File: src/rtl/kernel_run_scheduler_if.sv
// Handshake bundle between the job scheduler and its environment:
// job descriptor channel, kernel start/done port and result record channel.
interface kernel_run_scheduler_if #(
    parameter int DATA_WIDTH = 8,
    parameter int ID_WIDTH   = 4,
    parameter int CNT_WIDTH  = 16
);
    logic                  job_valid;
    logic                  job_ready;
    logic [DATA_WIDTH-1:0] job_alpha;
    logic [DATA_WIDTH-1:0] job_beta;

    logic                  k_ap_start;
    logic                  k_ap_ready;
    logic                  k_ap_done;
    logic [DATA_WIDTH-1:0] k_alpha;
    logic [DATA_WIDTH-1:0] k_beta;

    logic                  res_valid;
    logic                  res_ready;
    logic [ID_WIDTH-1:0]   res_id;
    logic [CNT_WIDTH-1:0]  res_cycles;

    // Scheduler side
    modport slave (
        input  job_valid, job_alpha, job_beta, k_ap_ready, k_ap_done, res_ready,
        output job_ready, k_ap_start, k_alpha, k_beta, res_valid, res_id, res_cycles
    );

    // Job producer / kernel / result consumer side
    modport master (
        output job_valid, job_alpha, job_beta, k_ap_ready, k_ap_done, res_ready,
        input  job_ready, k_ap_start, k_alpha, k_beta, res_valid, res_id, res_cycles
    );
endinterface

File: src/rtl/kernel_run_scheduler.sv
// Job-queue controller for one ap_start/ap_ready/ap_done kernel: buffers
// (alpha, beta) jobs, launches them one at a time and reports run lengths.
module kernel_run_scheduler #(
    parameter int DATA_WIDTH = 8,
    parameter int DEPTH      = 4,
    parameter int ID_WIDTH   = 4,
    parameter int CNT_WIDTH  = 16
) (
    input  logic                       clk,
    input  logic                       rst,
    kernel_run_scheduler_if.slave      bus,
    output logic [$clog2(DEPTH+1)-1:0] jobs_pending,
    output logic                       busy,
    output logic                       err_spurious_done
);
    localparam int PW = $clog2(DEPTH);
    localparam int CW = $clog2(DEPTH+1);

    typedef struct packed {
        logic [ID_WIDTH-1:0]   id;
        logic [DATA_WIDTH-1:0] alpha;
        logic [DATA_WIDTH-1:0] beta;
    } job_t;

    typedef enum logic [1:0] {IDLE, LAUNCH, RUN} state_t;

    state_t                state, state_nxt;
    job_t                  mem [DEPTH];
    logic [PW-1:0]         wr_ptr, rd_ptr;
    logic [CW-1:0]         count;
    logic [ID_WIDTH-1:0]   next_id, cur_id;
    logic [CNT_WIDTH-1:0]  cycles;
    logic [DATA_WIDTH-1:0] k_alpha_q, k_beta_q;
    logic                  res_valid_q;
    logic [ID_WIDTH-1:0]   res_id_q;
    logic [CNT_WIDTH-1:0]  res_cycles_q;
    logic                  push, pop, load, finish;

    // A full FIFO refuses even when a launch frees a slot on the same edge.
    assign bus.job_ready  = rst && (count < CW'(DEPTH));
    assign push           = bus.job_valid && bus.job_ready;

    assign bus.k_ap_start = (state == LAUNCH);
    assign bus.k_alpha    = k_alpha_q;
    assign bus.k_beta     = k_beta_q;
    assign bus.res_valid  = res_valid_q;
    assign bus.res_id     = res_id_q;
    assign bus.res_cycles = res_cycles_q;
    assign jobs_pending   = count;
    assign busy           = (state != IDLE) || (count != '0);

    always_ff @(posedge clk or negedge rst) begin
        // NOTE: sequential state uses non-blocking assignments so every register samples pre-edge values.
        if (!rst) state <= IDLE;
        else      state <= state_nxt;
    end

    always_comb begin
        // NOTE: every output of this block gets a default first, so no latch is inferred on untaken paths.
        state_nxt = state;
        load      = 1'b0;
        pop       = 1'b0;
        finish    = 1'b0;
        unique case (state)
            IDLE: begin
                if (count != '0 && !res_valid_q) begin
                    state_nxt = LAUNCH;
                    load      = 1'b1;
                end
            end
            LAUNCH: begin
                if (bus.k_ap_ready) begin
                    state_nxt = RUN;
                    pop       = 1'b1;
                end
            end
            RUN: begin
                if (bus.k_ap_done) begin
                    state_nxt = IDLE;
                    finish    = 1'b1;
                end
            end
            default: state_nxt = IDLE;
        endcase
    end

    always_ff @(posedge clk) begin
        // NOTE: payload storage is deliberately not reset; occupancy and pointers alone define validity.
        if (push) mem[wr_ptr] <= '{id: next_id, alpha: bus.job_alpha, beta: bus.job_beta};
    end

    always_ff @(posedge clk or negedge rst) begin
        if (!rst) begin
            wr_ptr  <= '0;
            rd_ptr  <= '0;
            count   <= '0;
            next_id <= '0;
        end else begin
            if (push) begin
                wr_ptr  <= wr_ptr + 1'b1;
                next_id <= next_id + 1'b1;
            end
            if (pop) rd_ptr <= rd_ptr + 1'b1;
            unique case ({push, pop})
                2'b10:   count <= count + 1'b1;
                2'b01:   count <= count - 1'b1;
                default: count <= count;
            endcase
        end
    end

    // Arguments and id are captured when leaving IDLE and held until the next job.
    always_ff @(posedge clk or negedge rst) begin
        if (!rst) begin
            k_alpha_q <= '0;
            k_beta_q  <= '0;
            cur_id    <= '0;
            cycles    <= '0;
        end else begin
            if (load) begin
                k_alpha_q <= mem[rd_ptr].alpha;
                k_beta_q  <= mem[rd_ptr].beta;
                cur_id    <= mem[rd_ptr].id;
            end
            if (pop)
                cycles <= CNT_WIDTH'(1);
            else if (state == RUN && !bus.k_ap_done && cycles != '1)
                cycles <= cycles + 1'b1;
        end
    end

    always_ff @(posedge clk or negedge rst) begin
        if (!rst) begin
            res_valid_q       <= 1'b0;
            res_id_q          <= '0;
            res_cycles_q      <= '0;
            err_spurious_done <= 1'b0;
        end else begin
            if (finish) begin
                res_valid_q  <= 1'b1;
                res_id_q     <= cur_id;
                res_cycles_q <= cycles;
            end else if (res_valid_q && bus.res_ready) begin
                res_valid_q  <= 1'b0;
            end
            if (bus.k_ap_done && state != RUN) err_spurious_done <= 1'b1;
        end
    end
endmodule

File: src/flat_wrapper.sv
// flat-port wrapper written by rule: the top's interface ports become plain ports
module kernel_run_scheduler_flat 
#(
    parameter int DATA_WIDTH = 8,
    parameter int DEPTH      = 4,
    parameter int ID_WIDTH   = 4,
    parameter int CNT_WIDTH  = 16
)
  (clk, rst, jobs_pending, busy, err_spurious_done, bus_job_valid, bus_job_alpha, bus_job_beta, bus_k_ap_ready, bus_k_ap_done, bus_res_ready, bus_job_ready, bus_k_ap_start, bus_k_alpha, bus_k_beta, bus_res_valid, bus_res_id, bus_res_cycles);
  kernel_run_scheduler_if #(.DATA_WIDTH(DATA_WIDTH), .ID_WIDTH(ID_WIDTH), .CNT_WIDTH(CNT_WIDTH)) bus_i ();
  input  logic clk;
  input  logic rst;
  output logic [$clog2(DEPTH+1)-1:0] jobs_pending;
  output logic busy;
  output logic err_spurious_done;
  input wire logic [$bits(bus_i.job_valid)-1:0] bus_job_valid;
  input wire logic [$bits(bus_i.job_alpha)-1:0] bus_job_alpha;
  input wire logic [$bits(bus_i.job_beta)-1:0] bus_job_beta;
  input wire logic [$bits(bus_i.k_ap_ready)-1:0] bus_k_ap_ready;
  input wire logic [$bits(bus_i.k_ap_done)-1:0] bus_k_ap_done;
  input wire logic [$bits(bus_i.res_ready)-1:0] bus_res_ready;
  output wire logic [$bits(bus_i.job_ready)-1:0] bus_job_ready;
  output wire logic [$bits(bus_i.k_ap_start)-1:0] bus_k_ap_start;
  output wire logic [$bits(bus_i.k_alpha)-1:0] bus_k_alpha;
  output wire logic [$bits(bus_i.k_beta)-1:0] bus_k_beta;
  output wire logic [$bits(bus_i.res_valid)-1:0] bus_res_valid;
  output wire logic [$bits(bus_i.res_id)-1:0] bus_res_id;
  output wire logic [$bits(bus_i.res_cycles)-1:0] bus_res_cycles;
  assign bus_i.job_valid = bus_job_valid;
  assign bus_i.job_alpha = bus_job_alpha;
  assign bus_i.job_beta = bus_job_beta;
  assign bus_i.k_ap_ready = bus_k_ap_ready;
  assign bus_i.k_ap_done = bus_k_ap_done;
  assign bus_i.res_ready = bus_res_ready;
  assign bus_job_ready = bus_i.job_ready;
  assign bus_k_ap_start = bus_i.k_ap_start;
  assign bus_k_alpha = bus_i.k_alpha;
  assign bus_k_beta = bus_i.k_beta;
  assign bus_res_valid = bus_i.res_valid;
  assign bus_res_id = bus_i.res_id;
  assign bus_res_cycles = bus_i.res_cycles;
  kernel_run_scheduler #(.DATA_WIDTH(DATA_WIDTH), .DEPTH(DEPTH), .ID_WIDTH(ID_WIDTH), .CNT_WIDTH(CNT_WIDTH)) u_core (.clk(clk), .rst(rst), .bus(bus_i), .jobs_pending(jobs_pending), .busy(busy), .err_spurious_done(err_spurious_done));
endmodule
File: config.mk
export PLATFORM = sky130hd
export DESIGN_NAME = kernel_run_scheduler_flat
export DESIGN_NICKNAME = d
export VERILOG_FILES = /design/src/rtl/kernel_run_scheduler_if.sv /design/src/rtl/kernel_run_scheduler.sv /design/src/flat_wrapper.sv
export SDC_FILE = /design/constraint.sdc
export NUM_CORES = 1
export LEC_CHECK = 0
export CELL_PAD_IN_SITES_DETAIL_PLACEMENT = 0
export CELL_PAD_IN_SITES_GLOBAL_PLACEMENT = 2
export CORE_MARGIN = 4
export CORE_UTILIZATION = 44
export CTS_CLUSTER_SIZE = 30
export DETAILED_ROUTE_END_ITERATION = 8
export PLACE_DENSITY = 0.92
export REMOVE_ABC_BUFFERS = 1
export SLEW_MARGIN = 40
export SYNTH_ARGS = -nofsm -noshare
export SYNTH_HDL_FRONTEND = slang
export SYNTH_SLANG_ARGS = --single-unit
File: constraint.sdc
create_clock -name clk -period 3.7 [get_ports clk]
set_clock_uncertainty 0.15 [all_clocks]
set_input_delay 0.37 -clock clk [delete_from_list [all_inputs] [get_ports clk]]
set_output_delay 0.37 -clock clk [all_outputs]
set_load 0.02 [all_outputs]
==> impl_metrics.py <==
metrics = {
    "critical_path": {
        "start_kind": "register",
        "worstPathArrival_ps": 2800,
        "worstPathRequired_ps": 3850,
        "critPathCaptureType": "register",
        "criticalPathCategory": "register to register",
        "cp_max_fo": 15,
    },
    "power_and_ir_drop": {
        "power_frac_seq": 0.411,
        "power.density_nw_per_um2": 773.8,
        "internal-power_w": 0.004115,
        "peakVddDrop_mv": 0.4657,
        "swShare": 0.2890,
        "p_switching_w": 0.001673,
        "power.leakage_nw": 2.864,
        "p_clk_frac": 0.312,
        "comb_power_share": 0.277,
    },
    "sta": {
        "period_needed_ps": 2655,
        "tightest_slew_ps": 584.2,
        "setup_viol": 0,
        "drv_slew": 0,
        "max_freq_mhz": 376.6,
        "timing.hold.ws_ps": 307.5,
        "finalHoldViolations": 0,
        "relSlewSlack": 0.6105,
        "final.setup.tns_ps": 0,
        "rsz0062_at_grt": "no",
        "post-route-period-util": 0.7176,
    },
    "routing": {
        "routedWlPerCell_um": 17.79,
        "routed_via_density": 5.305,
        "firstDrtPassIters": 4,
        "vias": 3300,
        "ant_nets": 0,
        "drc": 0,
        "wl_mm": 11.06,
        "drt_iter0_drc": 273,
    },
    "finish": {
        "drive_gt1_frac": 0.2309,
        "area_growth_pct": 25.43,
        "design_area_um2": 7480,
        "final_cell_mix": "edfxtp_1, dfrtp_1, clkdlybuf4s50_1",
        "final_common_cell": "edfxtp_1",
        "num_antenna_cells": 0,
        "finalNetCount": 463,
    },
    "floorplan": {
        "start_util": 0.4503,
        "dieArea_um2": 15480,
        "die_x_um": 124.4,
        "ios": 66,
        "core_area_um2": 13240,
        "placementRows": 42,
        "dieHeight_um": 124.4,
    },
    "global_routing": {
        "overflow": 0,
        "grt.total_usage": 0.1509,
        "grt_pass1_vias": 3603,
        "antenna_found_initial": 0,
        "grt_pass1_wl_mm": 18.29,
        "grt_max_degree": 39,
    },
    "synth": {
        "synth_area_leaders": "edfxtp_1, dfrtp_1, mux4_2",
        "ys.flop_type": "edfxtp_1",
        "synthDistinctLibCells": 39,
        "synth_edf_count": 80,
        "ys_warn_count": 0,
        "ys_seq_area_frac": 0.7008,
        "synth_top_area_share": 0.4029,
        "async_flop_share": 0.4702,
        "synth_area_um2": 5963,
        "yosys.area.top_type": "edfxtp_1",
        "synth.ff_latch_count": 151,
        "netlist_instances": 353,
        "synth.avg_cell_area_um2": 16.89,
    },
    "placement": {
        "dp_hpwl_mm": 7.100,
        "port_buffers": 65,
        "dpl-instance-area_um2": 6842,
        "place.gp.congestion": 0.7724,
    },
    "clock_network": {
        "cts_num_sinks": 151,
        "clkLatencyLatePin_ps": 420,
        "cts_root_buf": "clkbuf_16",
        "post-cts-setup-buffers": 0,
        "cts_buffer_depth": 2,
        "cts_tree": "yes",
        "htreeDepth": 4,
        "cts_buffers": 17,
        "clkTransAtPathRegs_ps": 60,
    },
    "hold_path": {
        "min_path_type": "register to register",
    },
    "run": {
        "drv_cap": 0,
    },
    "outcome": {
        "status": "complete, no violations",
    },
}
## power groups by stage
| stage | registers (W) | logic (W) | clock network, W |
|---|---|---|---|
| after floorplan | 0.00257 | 0.000809 | 0 |
| after global placement | 0.00239 | 0.00160 | 0 |
| after CTS | 0.00238 | 0.00164 | 0.00184 |
| after detailed placement | 0.00241 | 0.00163 | 0 |
| after global routing | 0.00242 | 0.00174 | 0.00193 |
| final | 0.00238 | 0.00161 | 0.00180 |
## logic make-up (layout without fill, tap and decap cells)
family,Yosys count,after routing,synth area share
AO/OA/AOI/OAI,19,19,0.01909
AND/OR/NAND/NOR,76,76,0.07050
flip-flops,151,151,0.7008
XOR/XNOR,9,9,0.01322
buffers and inverters,22,115,0.01406
adder cells (fa/ha/maj),8,8,0.01804
multiplexers,68,68,0.1643
## layer usage
layer,track usage,wire length [µm],vias up
li1,-,-,1505
met1,0.1749,4628,1694
met2,0.2656,5830,84
met3,0.04631,476,17
met4,0.05222,127,0
met5,0,0,-
## worst paths after layout
check                                               from                  endpoint  slack, ps  cells after the start
max in group asynchronous                            rst          u_core.wr_ptr[1]       2070                      4
worst max register to register           u_core.state[1]    u_core.jobs_pending[2]       1040                     10
worst min-delay path            u_core.err_spurious_done  u_core.err_spurious_done        310                      1
min in group asynchronous                            rst     u_core.bus.k_alpha[7]        450                      3
worst min register to register  u_core.err_spurious_done  u_core.err_spurious_done        310                      1
worst max-delay path                     u_core.state[1]    u_core.jobs_pending[2]       1040                     10
## flip-flops by register name, indices dropped and copies added, names as in the netlist
signal / flops
u_core.jobs_pending: 3
u_core.bus.k_alpha: 8
u_core.rd_ptr: 2
u_core.bus.k_beta: 8
u_core.bus.res_cycles: 16
u_core.next_id: 4
u_core.err_spurious_done: 1
u_core.bus.res_id: 4
u_core.cycles: 16
u_core.mem: 80
u_core.cur_id: 4
u_core.wr_ptr: 2
u_core.bus.res_valid: 1
u_core.state: 2
## area by class of cell
type                            count  area (µm²)
Fill cell                        1046        5763
Tap cell                          176       220.2
Clock inverter                     14       198.9
Clock buffer                       18       429.2
Timing Repair Buffer               73       710.7
Multi-Input combinational cell    180        1703
Inverter                           10       37.54
Sequential cell                   151        4180
## per-stage QoR
step / total power (W) / util / instances / worst slack (ps)
2_1_floorplan: 0.003376 / - / 341 / 1297
5_1_grt: 0.006084 / 0.5648 / 622 / 781.0
3_3_place_gp: 0.003986 / 0.5158 / 588 / 931.4
6_report: 0.005788 / 0.5648 / 622 / 1045
3_5_place_dp: 0.004033 / 0.5166 / 589 / 875.7
4_1_cts: 0.005861 / 0.5648 / 622 / 1008
## critical path, stage by stage (launching register included)
cell and delay [ps]:
dfrtp_1 430, nand2b_1 150, inv_1 50, nand2_1 400, clkinv_1 400, ha_1 330
inv_1 80, fa_1 180, xor2_1 170, nor2_1 70, xor2_1 140
## timing repair
action | 4_1_cts | 5_1_grt
hold buffers | 1 | 0
resized for setup | 0 | 0
endpoints found under the hold margin | 33 | 0
endpoints found under the setup margin | 0 | 0
## Yosys cell counts, types with 2 or more instances
library cell and n:
o31ai_1 2, mux2_2 39, edfxtp_1 80, nand2b_1 3, and4_1 4, xor2_1 2
clkbuf_1 8, or4_1 4, o21ai_0 8, mux4_2 20, nand2_1 26, or3_1 4
a21oi_1 5, nand4_1 4, and3_1 7, buf_1 3, xnor2_1 7, mux2i_1 9
ha_1 7, nor3_1 6, and2_1 3, inv_1 9, dfrtp_1 71, nor2_1 3
nand3_1 5
(Power assumes the default switching activity.)
